`config.mk`:
```
export PLATFORM = sky130hd
export DESIGN_NAME = edge_spi_tx
export DESIGN_NICKNAME = d
export VERILOG_FILES = /design/src/rtl/edge_pkg.sv /design/src/rtl/edge_byte_fifo.sv /design/src/rtl/edge_spi_tx.sv
export SDC_FILE = /design/constraint.sdc
export NUM_CORES = 1
export LEC_CHECK = 0
export ABC_CLOCK_PERIOD_IN_PS = 4200
export CORE_AREA = 3 3 100 174
export DETAILED_ROUTE_END_ITERATION = 7
export DIE_AREA = 0 0 103 177
export PLACE_DENSITY = 0.41
export SYNTH_ARGS = -nofsm -noshare
export SYNTH_HDL_FRONTEND = slang
export SYNTH_SLANG_ARGS = --single-unit
```
`constraint.sdc`:
```
create_clock -name clk -period 4.2 [get_ports clk]
set_input_delay 0.42 -clock clk [delete_from_list [all_inputs] [get_ports clk]]
set_output_delay 0.42 -clock clk [all_outputs]
set_load 0.01 [all_outputs]
```
`src/rtl/edge_pkg.sv`:
```
// edge_pkg: shared constants, FSM state type and byte-packing helper for the edge result SPI transmitter.
package edge_pkg;

    localparam int EDGE_W        = 2;
    localparam int VALS_PER_BYTE = 4;

    typedef enum logic {
        IDLE  = 1'b0,
        SHIFT = 1'b1
    } tx_state_t;

    // Status byte layout: {overflow, underflow, 2'b00, count[3:0]}
    localparam int STAT_OVF_BIT = 7;
    localparam int STAT_UNF_BIT = 6;
    localparam int STAT_CNT_LSB = 0;
    localparam int STAT_CNT_W   = 4;

    // Slot 0 lands in bits [7:6], slot 3 in bits [1:0].
    function automatic logic [7:0] pack_slot(input logic [7:0] acc, input logic [1:0] slot,
                                             input logic [EDGE_W-1:0] v);
        pack_slot = acc | (8'(v) << (3'd6 - {slot, 1'b0}));
    endfunction

endpackage

```
`src/rtl/edge_byte_fifo.sv`:
```
// edge_byte_fifo: small byte FIFO between the edge packer and the SPI shifter.
//   clk, nreset       clock, asynchronous active-low reset
//   push, push_data   write strobe and byte; accepted when not full, or when full with a pop this cycle
//   pop, pop_data     read strobe; pop_data always shows the head entry
//   full, empty       status levels
//   count             current occupancy (DEPTH is at most 15)
module edge_byte_fifo #(
    parameter int DEPTH = 8
) (
    input  logic       clk,
    input  logic       nreset,
    input  logic       push,
    input  logic [7:0] push_data,
    input  logic       pop,
    output logic [7:0] pop_data,
    output logic       full,
    output logic       empty,
    output logic [3:0] count
);

    localparam int AW = (DEPTH > 1) ? $clog2(DEPTH) : 1;

    logic [7:0]    mem_q [DEPTH];
    logic [7:0]    mem_d [DEPTH];
    logic [AW-1:0] wr_q, wr_d, rd_q, rd_d;
    logic [3:0]    count_q, count_d;
    logic          push_ok, pop_ok;

    always_comb begin
        full     = count_q == 4'(DEPTH);
        empty    = count_q == 4'd0;
        count    = count_q;
        pop_data = mem_q[rd_q];
        // When full, the slot being popped is the slot being written, so both can proceed.
        push_ok  = push & (~full | pop);
        pop_ok   = pop & ~empty;
        wr_d     = push_ok ? ((wr_q == AW'(DEPTH - 1)) ? '0 : wr_q + AW'(1)) : wr_q;
        rd_d     = pop_ok ? ((rd_q == AW'(DEPTH - 1)) ? '0 : rd_q + AW'(1)) : rd_q;
        count_d  = count_q + {3'b0, push_ok} - {3'b0, pop_ok};
        mem_d    = mem_q;
        if (push_ok) mem_d[wr_q] = push_data;
    end

    always_ff @(posedge clk or negedge nreset) begin
        if (!nreset) begin
            wr_q    <= '0;
            rd_q    <= '0;
            count_q <= '0;
            for (int i = 0; i < DEPTH; i++) mem_q[i] <= '0;
        end else begin
            wr_q    <= wr_d;
            rd_q    <= rd_d;
            count_q <= count_d;
            mem_q   <= mem_d;
        end
    end

endmodule

```
`src/rtl/edge_spi_tx.sv`:
```
// edge_spi_tx: packs 2-bit edge results four per byte, queues them and shifts them out as an SPI mode-0 slave.
//   clk, nreset              system clock, asynchronous active-low reset
//   edgeVal, edgeValValid    edge code and its one-cycle qualifier
//   frameEnd                 one-cycle strobe flushing a partially packed byte
//   sck, cs_n                asynchronous SPI clock / chip select from the MCU
//   miso                     SPI data out (0 while deselected)
//   dataReady                FIFO non-empty
//   overflow                 sticky: a packed byte was dropped on a full FIFO
// Build option: EDGE_TX_STATUS_EN sends a status byte as the first byte of each transaction.
module edge_spi_tx
    import edge_pkg::*;
#(
    parameter int FIFO_DEPTH = 8
) (
    input  logic              clk,
    input  logic              nreset,
    input  logic [EDGE_W-1:0] edgeVal,
    input  logic              edgeValValid,
    input  logic              frameEnd,
    input  logic              sck,
    input  logic              cs_n,
    output logic              miso,
    output logic              dataReady,
    output logic              overflow
);

    logic [2:0] sck_sync_q, sck_sync_d, cs_sync_q, cs_sync_d;
    logic [7:0] acc_q, acc_d, shreg_q, shreg_d, packed_byte;
    logic [1:0] slot_q, slot_d;
    logic [2:0] fill, bit_cnt_q, bit_cnt_d;
    tx_state_t  state_q, state_d;
    logic       overflow_q, overflow_d;
    logic       sck_rise, sck_fall, cs_rise, cs_fall;
    logic       push, pop, load, first_load, data_load;
    logic       fifo_full, fifo_empty;
    logic [7:0] fifo_data;
    logic [3:0] fifo_count;
`ifdef EDGE_TX_STATUS_EN
    logic       underflow_q, underflow_d, status_load;
    logic [7:0] status_byte;
`endif

    edge_byte_fifo #(.DEPTH(FIFO_DEPTH)) u_fifo (
        .clk       (clk),
        .nreset    (nreset),
        .push      (push),
        .push_data (packed_byte),
        .pop       (pop),
        .pop_data  (fifo_data),
        .full      (fifo_full),
        .empty     (fifo_empty),
        .count     (fifo_count)
    );

    always_comb begin
        // Two synchronizer stages then one edge-detect stage: events act on the third clk edge.
        sck_sync_d  = {sck_sync_q[1:0], sck};
        cs_sync_d   = {cs_sync_q[1:0], cs_n};
        sck_rise    = sck_sync_q[1] & ~sck_sync_q[2];
        sck_fall    = ~sck_sync_q[1] & sck_sync_q[2];
        cs_rise     = cs_sync_q[1] & ~cs_sync_q[2];
        cs_fall     = ~cs_sync_q[1] & cs_sync_q[2];
        // Packer: the incoming value is packed first, then a flush sees the updated fill level.
        packed_byte = edgeValValid ? pack_slot(acc_q, slot_q, edgeVal) : acc_q;
        fill        = {1'b0, slot_q} + {2'b0, edgeValValid};
        push        = (fill == 3'(VALS_PER_BYTE)) | (frameEnd & (fill != 3'd0));
        acc_d       = push ? 8'h00 : packed_byte;
        slot_d      = push ? 2'd0 : fill[1:0];
        state_d     = state_q;
        bit_cnt_d   = bit_cnt_q;
        shreg_d     = shreg_q;
        load        = 1'b0;
        first_load  = 1'b0;
        if (state_q == IDLE) begin
            if (cs_fall) begin
                state_d    = SHIFT;
                bit_cnt_d  = 3'd0;
                load       = 1'b1;
                first_load = 1'b1;
            end
        end else if (cs_rise) begin
            state_d = IDLE;
        end else if (sck_rise) begin
            bit_cnt_d = bit_cnt_q + 3'd1;
        end else if (sck_fall) begin
            if (bit_cnt_q != 3'd0) shreg_d = {shreg_q[6:0], 1'b0};
            else load = 1'b1;
        end
`ifdef EDGE_TX_STATUS_EN
        status_load = load & first_load;
        data_load   = load & ~first_load;
        status_byte = '0;
        status_byte[STAT_OVF_BIT] = overflow_q;
        status_byte[STAT_UNF_BIT] = underflow_q;
        status_byte[STAT_CNT_LSB +: STAT_CNT_W] = fifo_count;
        if (status_load) shreg_d = status_byte;
`else
        data_load   = load | (first_load & 1'b0);
`endif
        // Empty FIFO at Load time sends filler 0x00 without popping.
        pop = data_load & ~fifo_empty;
        if (data_load) shreg_d = fifo_empty ? 8'h00 : fifo_data;
`ifdef EDGE_TX_STATUS_EN
        // A drop in the same cycle as the status snapshot survives the clear.
        overflow_d  = (push & fifo_full & ~pop) | (overflow_q & ~status_load);
        underflow_d = (data_load & fifo_empty) | (underflow_q & ~status_load);
`else
        overflow_d  = (push & fifo_full & ~pop) | overflow_q;
`endif
        miso      = (state_q == SHIFT) & shreg_q[7];
        dataReady = fifo_count != 4'd0;
        overflow  = overflow_q;
    end

    always_ff @(posedge clk or negedge nreset) begin
        if (!nreset) begin
            sck_sync_q  <= 3'b000;
            // Resetting to 0 means cs_n held low across reset release produces no falling event.
            cs_sync_q   <= 3'b000;
            acc_q       <= '0;
            slot_q      <= '0;
            shreg_q     <= '0;
            bit_cnt_q   <= '0;
            state_q     <= IDLE;
            overflow_q  <= 1'b0;
`ifdef EDGE_TX_STATUS_EN
            underflow_q <= 1'b0;
`endif
        end else begin
            sck_sync_q  <= sck_sync_d;
            cs_sync_q   <= cs_sync_d;
            acc_q       <= acc_d;
            slot_q      <= slot_d;
            shreg_q     <= shreg_d;
            bit_cnt_q   <= bit_cnt_d;
            state_q     <= state_d;
            overflow_q  <= overflow_d;
`ifdef EDGE_TX_STATUS_EN
            underflow_q <= underflow_d;
`endif
        end
    end

endmodule

```
* Yosys cells after proc, flatten, opt, wreduce, memory -nomap -nowiden *
Index checks and enable logic that the tools add are counted.

storage, ports and cells
  register bits after elaboration = 103
  input bits = 8
  word-level logic and storage cells = 103
  output and inout bits = 3

operators by class
  equal/unequal tests = 8
  reductions and logical operators = 11
  mux-type cells = 30
  bitwise operators = 24
  add/sub/neg operators = 7
  shift operators = 1
  $lt $le $gt $ge = 3

operators by type and width
  operator                                                    count
  two-way mux 8 bit                                           12
  bitwise mux 64 bit                                          1
  binary-select mux 8 bit (select 3 bit)                      1
  demux 8 bit (select 3 bit)                                  1
  two-way mux 3 bit                                           6
  bitwise AND 1 bit                                           11
  adder 3 x 1 -> 3 bit, second input constant                 3
  equality test 3 bit, second input constant                  3
  >= comparator 4 bit, second input constant                  2
  two-way mux 1 bit                                           8
  inverter 3 -> 4 bit                                         2
  OR 8 bit                                                    1
  nonzero test 2 bit                                          4
  << shifter 2 x 3 -> 8 bit                                   1
  inverter 1 bit                                              7
  != test 2 x 1 -> 1 bit, second input constant               3
  nonzero test 3 bit                                          2
  AND reduction 5 bit                                         1
  adder 4 x 1 -> 4 bit                                        1
  equality test 4 bit, second input constant                  1
  logical NOT 4 bit                                           1
  less-than comparator 4 x 1 -> 1 bit, second input constant  1
  nonzero test 4 bit                                          1
  subtractor 4 x 1 -> 4 bit                                   1
  other kinds (7)                                             9

* Longest topological paths before layout *
Gate-level depths: netlist of run 1.

  depth after elaboration = 11
  mapped depth = 12
  mapped depth without buffers = 11

* Cells and area by module *
Synthesis of run 1 repeated with hierarchy kept, for this count alone.

unflattened totals
  cell total of the unflattened synthesis = 336
  area, all modules = 4956.0 sq um

modules (own cells, without submodules)
  module          times used  seq. area each (sq um)  cells each  area an instance (sq um)
  edge_byte_fifo  1           1851.8                  219         3609.7
  edge_spi_tx     1           725.7                   117         1346.3

* Worst setup path before layout of run 1 *
No wires, ideal clock.

  path kind = register to register
  start = register bit_cnt_q[0]
  end = register u_fifo.count_q[2], in the netlist u_fifo.count[2]
  stages on the path, launching flop included = 13
  path buffers = 1
  clock period less this slack = 2.602 ns
  slack = 1.598 ns
  data required time = 4.077 ns
  setup time = 0.123 ns
  arrival time = 2.480 ns
  cells stage by stage = dfrtp_1 > inv_1 > ha_1 > nand2b_4 > o21a_4 > nor3b_1 > buf_2 > ha_1 > inv_1 > ha_1 > inv_1 > fa_1 > xnor2_1

on the way
  elaborated cells on any way between the ends = 12
  those cells by class = 2 x add/sub; 5 x mux; 4 x bitwise; 1 x reduce/logical

RTL lines
  element                      line                  source
  start: declaration           edge_spi_tx.sv:30     logic [2:0] fill, bit_cnt_q, bit_cnt_d;
  start signal: assignment     edge_spi_tx.sv:135    bit_cnt_q <= bit_cnt_d;
  nonzero test 3 bit           edge_spi_tx.sv:86     if (bit_cnt_q != 3'd0) shreg_d = {shreg_q[6:0], 1'b0};
  two-way mux 1 bit            edge_spi_tx.sv:86
  two-way mux 1 bit            edge_spi_tx.sv:85     end else if (sck_fall) begin
  two-way mux 1 bit            edge_spi_tx.sv:83     end else if (sck_rise) begin
  two-way mux 1 bit            edge_spi_tx.sv:81     end else if (cs_rise) begin
  two-way mux 1 bit            edge_spi_tx.sv:74     if (state_q == IDLE) begin
  bitwise AND 1 bit            edge_spi_tx.sv:101    pop = data_load & ~fifo_empty;
  bitwise AND 1 bit            edge_byte_fifo.sv:36  pop_ok = pop & ~empty;
  named net u_fifo.pop_ok      edge_byte_fifo.sv:27  logic push_ok, pop_ok;
  subtractor 4 x 1 -> 4 bit    edge_byte_fifo.sv:39  count_d = count_q + {3'b0, push_ok} - {3'b0, pop_ok};
  named net u_fifo.count_d[2]  edge_byte_fifo.sv:26  logic [3:0] count_q, count_d;
  end signal: assignment       edge_byte_fifo.sv:53  count_q <= count_d;
  end: declaration             edge_byte_fifo.sv:26

The timed path passes the listed nets, and every way through them passes these cells.
A chain may end at the register's enable or synchronous reset.

* Worst setup path after layout of run 1 *
  start = register bit_cnt_q[0]
  end = register u_fifo.count_q[2], in the netlist u_fifo.count[2]

on the way
  word-level cells in the longest chain between the ends = 11
  elaborated cells on any way between the ends = 12
  those cells by class = 2 x add/sub; 5 x mux; 4 x bitwise; 1 x reduce/logical

ends and longest elaborated chain
  element                      line                  source
  nonzero test 3 bit *         edge_spi_tx.sv:86
  two-way mux 1 bit *          edge_spi_tx.sv:86
  two-way mux 1 bit *          edge_spi_tx.sv:85
  two-way mux 1 bit *          edge_spi_tx.sv:83
  two-way mux 1 bit *          edge_spi_tx.sv:81
  two-way mux 1 bit *          edge_spi_tx.sv:74
  bitwise AND 1 bit *          edge_spi_tx.sv:101
  OR 1 bit                     edge_byte_fifo.sv:35  push_ok = push & (~full | pop);
  bitwise AND 1 bit            edge_byte_fifo.sv:35
  adder 4 x 1 -> 4 bit         edge_byte_fifo.sv:39
  subtractor 4 x 1 -> 4 bit *  edge_byte_fifo.sv:39
  named net u_fifo.count_d[2]  edge_byte_fifo.sv:26

The timed path passes the listed nets; every way through them passes the cells marked *.

==> summary.txt, run 1 <==
Worst setup path
  • Req. time, crit path: roughly 4.4 ns
  • R2r endpoint: u_fifo.count[2]
  • Reg-to-Reg Start: bit_cnt_q[0]
  • Slowest-stage cell, CP: o311ai_4
  • Reg2Reg Setup Slack: 1.39 ns
  • Crit Path Category: reg -> reg
  • Element type at the critical path end: flop
  • Crit path largest cell delay: 0.58 ns
  • Worst-path cell chain: inv_1, ha_1, nand2b_4, o21a_4, o311ai_4, and2_0, ha_1, inv_1, fa_1, xnor2_1
  • Setup crit start kind: flop
  • Worst EP arrival: roughly 3.0 ns
  • CP top delay family: compound AO/OA/AOI/OAI gates
  • Worst r2r path cells: 10
  • Buf/Inv on CP: 2
  • Critical path peak fanout: 6

GRT
  • Vias in the first global route: 2,899
  • Largest net degree at the start of global routing: 71
  • Grt ovf: 0
  • First-pass GRT wire length: around 17,000 µm
  • All-layer global routing usage: 0.1307
  • Antenna violations before repair: 0

Power and ir drop
  • Peak supply drop: 258.6 µV
  • Pwr Total: between 3 and 4 mW
  • Leakage: 2.475 nW
  • P per Cell Area: 657.3 nW/µm²

CTS
  • TritonCTS clock tree: done
  • TritonCTS Sinks: 103
  • CTS Hold Buffers Added: 0
  • CTS buffer count: 9
  • Clock transition at path regs: 0.07 ns
  • Clock root buffer: clkbuf_16
  • Clock Path Buffers: 2
  • Buffer count from post-CTS setup fixing: 0
  • Cells resized by post-CTS repair: 0
  • Clock Latency Late Sink: approximately 0.34 ns
  • H-tree levels: 3

Run status
  • Outcome: complete, no violations

Yosys
  • Mux cell area share after synthesis: 0.2588
  • Main combinational cell family by area after synthesis: multiplexers
  • Synth Area in Adders: 0.04045
  • Syn nets: 356
  • Async SR Flop Fraction: 1.000
  • XOR/XNOR Fraction of Synth Area: 0.005445
  • Syn Inst Count: 333
  • Synth warn: 0
  • Main synth FF type: dfrtp_1
  • Number of synthesized flops with an enable pin: 0
  • Mapped Area: 4826 µm²
  • Synth Area in Simple Gates: 0.08556
  • Number of synthesized register bits: 103
  • Syn avg cell area: ~14 µm²
  • Sequential area share after synthesis: 0.5341
  • Yosys cell types: 38
  • Compound-cell area share of the yosys netlist: 0.05393

Final layout
  • Layout cell share with drive strength beyond 1: 0.3771
  • Fill count: approximately 1,600
  • Final core occ: 0.3417
  • Post-layout net count: 369
  • Finished layout cell area: 5477 µm²
  • Area delta synth->final: 13.48%
  • Flip-flop and latch area: 2577 µm²
  • N_diodes: 0
  • Multi-input gate area in the final layout: 2143 µm²

Routing
  • 1st-iter DRT viols: 60
  • Via count: approximately 2,700
  • Drt total wl: 10,910 µm
  • Vias per cell: 4.961
  • Wire per inst: 20.24 µm
  • Remaining DRCs: 0
  • Routed Antenna Nets: 0
  • 1st-pass router iterations: 4

Timing
  • Clock skew: about 0.0098 ns
  • Max-slew headroom: 0.2669
  • Post-route setup TNS: 0 ns
  • Slew @ Worst Pin: 1.100 ns
  • Final hold vios: 0
  • Peak Freq: 0.3558 GHz
  • Period minus WS final: 2.811 ns
  • Max-slew violations: 0
  • Setup violations, final: 0
  • RSZ-0062 raised after global routing: no
  • Final worst-path cycle share: 0.6692

Placed design
  • Final GP Congestion: about 0.69
  • DP HPWL: approximately 7300 µm
  • Port-buffer cells: 10
  • Area of placed instances: 5141 µm²

Floorplanning
  • Die width: 103 µm
  • Initial Util: 0.3011
  • Core area: 16,030 µm²
  • Std cell rows: 61
  • Die Y: 177 µm
  • Die area: roughly 18,000 µm²
  • # IOs: 11

Run
  • Max-cap violations: 0

Worst hold path
  • Hold crit path type: in -> async
-- power breakdown --
part / leakage [nW] / internal (mW) / total [mW] / switching (mW)
logic: 0.974 / 0.617 / 1.06 / 0.441
registers: 1.34 / 1.29 / 1.59 / 0.301
clock network: 0.159 / 0.582 / 0.949 / 0.367
total: 2.47 / 2.49 / 3.60 / 1.11
-- cell usage in the layout, fill, tap and decap left out, types with 6 or more instances in the layout --
| cell type | count |
|---|---|
| dfrtp_1 | 103 |
| a22oi_1 | 7 |
| a21oi_1 | 9 |
| inv_1 | 13 |
| a31o_2 | 6 |
| nor2b_1 | 13 |
| clkbuf_16 | 9 |
| ha_1 | 14 |
| buf_4 | 6 |
| mux4_2 | 16 |
| mux2_2 | 78 |
| clkdlybuf4s50_1 | 9 |
| nor2_1 | 14 |
| nand2_1 | 7 |
-- per-layer routing --
metal / vias up / GRT usage / wire length, µm
met2: 14 / 0.2460 / 6405
met1: 1421 / 0.1470 / 4238
met3: 6 / 0.01893 / 138
met4: 0 / 0.04052 / 125
li1: 1233 / - / -
met5: - / 0 / 0
-- synth_stat cells, types with 5 or more instances --
cell      instances  area, µm²
nor2b_1          13      81.33
clkbuf_1          5      18.77
ha_1             14      175.2
a21oi_1           9      45.04
a22oi_1           7      52.55
dfrtp_1         103       2577
nand2_1           7      26.28
buf_2             6      30.03
a31o_2            6      52.55
mux4_2           16      360.4
nor2_1           14      52.55
mux2_2           78      878.3
inv_1            13      48.80
-- sequential cells by signal, indices dropped and copies added, names as in the netlist --
name and cells:
u_fifo.wr_q 3, overflow 1, cs_sync_q 3, acc_q 8
shreg_q 8, u_fifo.mem_q 64, u_fifo.rd_q 3, sck_sync_q 3
u_fifo.count 4, state_q 1, slot_q 2, bit_cnt_q 3
-- worst max-delay path by stage --
stage                             from               end  slack [ns]  cells past startpoint
after CTS                 bit_cnt_q[0]   u_fifo.count[2]        1.34                     10
final                     bit_cnt_q[0]   u_fifo.count[2]        1.39                     10
after global placement    edgeValValid  u_fifo.mem_q[12]        1.05                      9
after floorplan           bit_cnt_q[0]   u_fifo.count[2]        1.60                     12
after detailed placement  edgeValValid  u_fifo.mem_q[15]        1.00                      9
after global routing      edgeValValid  u_fifo.mem_q[15]        1.22                      9
-- cells by family after synthesis --
group,after synthesis
muxes,95
AOI/OAI and AO/OA,33
xor gates and xnor gates,3
adders and majority gates,15
DFF,103
and+or+nand+nor,58
buffers and inverters,26
-- per-stage QoR --
| step | cells | hold slack, ns | setup slack (ns) |
|---|---|---|---|
| 2_1_floorplan | 333 | 0.1244 | 1.598 |
| 3_3_place_gp | 524 | 0.3363 | 1.052 |
| 3_5_place_dp | 524 | 0.3347 | 1.001 |
| 4_1_cts | 539 | 0.2604 | 1.344 |
| 5_1_grt | 539 | 0.2834 | 1.220 |
| 6_report | 539 | 0.1970 | 1.389 |
-- area by class of cell --
class                           count  share of cell area
Sequential cell                   103              0.4706
Tap cell                          189             0.04318
Clock inverter                      5             0.01942
Multi-Input combinational cell    204              0.3914
Clock buffer                       10             0.04181
Inverter                           13            0.008910
Timing Repair Buffer               15             0.02467
Note: power is estimated with default switching activity, not from simulation.
==> run 2, diff against run 1 <==
--- a/config.mk
+++ b/config.mk
@@ -5,7 +5,7 @@
 export SDC_FILE = /design/constraint.sdc
 export NUM_CORES = 1
 export LEC_CHECK = 0
-export ABC_CLOCK_PERIOD_IN_PS = 4200
+export ABC_CLOCK_PERIOD_IN_PS = 2600
 export CORE_AREA = 3 3 100 174
 export DETAILED_ROUTE_END_ITERATION = 7
 export DIE_AREA = 0 0 103 177
==> constraint.sdc (replaced) <==
create_clock -name clk -period 2.6 [get_ports clk]
set_input_delay 0.26 -clock clk [delete_from_list [all_inputs] [get_ports clk]]
set_output_delay 0.26 -clock clk [all_outputs]
set_load 0.01 [all_outputs]
==> summary.txt, run 2 (same netlist as run 1, synthesis figures left out) <==
Worst setup path
  • CP top delay family: adder cells
  • CP Launch Point: slot_q[0]
  • Critical path peak fanout: 6
  • Slowest-stage cell, CP: dfrtp_1
  • Reg-to-Reg Start: slot_q[0]
  • Crit path largest cell delay: ~0.44 ns
  • Req. time, crit path: 2.89 ns
  • Most common cell on crit path: ha_1
  • R2r endpoint: u_fifo.count[1]
  • Setup crit start kind: flop
  • Crit Path Category: reg -> reg
  • Reg2Reg Setup Slack: 0.25 ns
  • Worst r2r path cells: 9
  • Worst path depth: 9
  • Worst-path cell chain: ha_1, ha_1, nor2_1, mux2_2, and2_0, ha_1, inv_1, fa_1, inv_1
  • Buf/Inv on CP: 2
  • Setup crit end: u_fifo.count[1]
  • Element type at the critical path end: flop
  • Worst EP arrival: between 2 and 3 ns

Timing
  • Fin Hold WS: around 0.35 ns
  • Period minus WS final: 2.352 ns
  • Peak Freq: 0.4252 GHz
  • Setup violations, final: 0
  • Final hold vios: 0
  • Setup WS post-layout: about 0.25 ns
  • Slew @ Worst Pin: ~0.99 ns
  • Clock skew: 0.009759 ns
  • RSZ-0062 raised after global routing: no
  • Max-slew headroom: 0.3410
  • Final worst-path cycle share: 0.9045
  • Max-slew violations: 0
  • Post-route setup TNS: 0 ns

Floorplanning
  • Initial Util: 0.3011
  • Die Y: 177 µm
  • Core area: 16,030 µm²
  • Die width: 103 µm
  • Std cell rows: slightly above 60
  • # IOs: 11
  • Die area: 18,230 µm²

GRT
  • First-pass GRT wire length: 17,330 µm
  • Antenna violations before repair: 0
  • Grt ovf: 0
  • Largest net degree at the start of global routing: 52
  • Vias in the first global route: about 3,000
  • All-layer global routing usage: 0.1300

Run status
  • Outcome: complete, no violations

Final layout
  • Final core occ: 0.3491
  • Fill count: 1,554
  • Largest regs: u_fifo.mem_q (64), acc_q (8), shreg_q (8)
  • Finished layout cell area: 5595 µm²
  • Area delta synth->final: 15.95%
  • Most frequent cells in the layout: dfrtp_1 (103), mux2_2 (78), mux4_2 (16), nor2_1 (14), ha_1 (14)
  • Layout cell share with drive strength beyond 1: 0.3972
  • Max reg flops: 64
  • Flip-flop and latch area: ~2600 µm²
  • Post-layout net count: 379
  • Biggest register: u_fifo.mem_q
  • Post-Layout Cell Count: 549
  • N_diodes: 0
  • Most common cell after layout, fill and taps aside: dfrtp_1
  • Multi-input gate area in the final layout: 2148 µm²

CTS
  • Clock transition at path regs: roughly 0.070 ns
  • TritonCTS Sinks: 103
  • Cells resized by post-CTS repair: 0
  • Clock root buffer: clkbuf_16
  • CTS buffer count: 9
  • Clock Path Buffers: 2
  • Clock Latency Late Sink: roughly 0.35 ns
  • TritonCTS clock tree: done
  • CTS Hold Buffers Added: 1
  • H-tree levels: 3
  • Buffer count from post-CTS setup fixing: 0

Routing
  • Metal-1 WL: 4447 µm
  • Routed Antenna Nets: 0
  • Via count: 2,703
  • Drt total wl: 10,510 µm
  • 1st-iter DRT viols: 64
  • Met3 wire length: 133 µm
  • Remaining DRCs: 0
  • Met2 wire len: 5733 µm
  • 1st-pass router iterations: 4
  • Vias per cell: 4.923
  • Highest Signal Layer: met4
  • Wire per inst: between 15 and 20 µm

Power and ir drop
  • P per Cell Area: around 1000 nW/µm²
  • Gate power share: 0.332
  • Sw frac: 0.3097
  • Net switching power: 1.793 mW
  • Pwr Total: 5.788 mW
  • Peak supply drop: 335.9 µV
  • Clock power share: 0.255
  • Sequential Power Share: 0.414
  • Design internal power: 3.995 mW
  • Leakage: 2.527 nW

Run
  • Max-cap violations: 0

Worst hold path
  • Hold crit path type: in -> async

Placed design
  • Port-buffer cells: 10
  • Area of placed instances: between 5000 and 6000 µm²
  • Post-Place Setup Slack: -0.03608 ns
  • Dpl cells: 533
  • Final GP Congestion: 0.6927
  • DP HPWL: 7355 µm
-- run 2: layout make-up --
cell class,count,area share
clock buffer,10,0.04271
sequential,103,0.4606
clock inverter,5,0.01476
timing repair buffer,25,0.04696
inverter,13,0.008721
tap,189,0.04226
multi-input combinational,204,0.3839
-- run 2: how the worst min path moves through the flow --
| stage | slack [ns] | startpoint | endpoint |
|---|---|---|---|
| after global placement | 0.18 | nreset | u_fifo.count[1] |
| after global routing | 0.35 | sck | sck_sync_q[0] |
| after detailed placement | 0.19 | nreset | u_fifo.wr_q[0] |
| final | 0.35 | nreset | u_fifo.wr_q[0] |
| after CTS | 0.35 | cs_n | cs_sync_q[0] |
| after floorplan | -0.04 | nreset | acc_q[0] |
-- run 2: power by group through the flow --
stage / Combinational, mW / Sequential (mW) / Clock, mW
floorplan: 1.51 / 2.30 / 0
detailed placement: 1.98 / 2.44 / 0
global route: 2.14 / 2.47 / 1.59
global placement: 1.95 / 2.43 / 0
finish: 1.92 / 2.39 / 1.47
CTS: 1.99 / 2.41 / 1.53
-- run 2: per-layer routing --
metal  GRT usage  up-vias
met2      0.2240       14
met3     0.01696       10
met5           0        -
li1            -     1247
met1      0.1594     1432
met4     0.05619        0
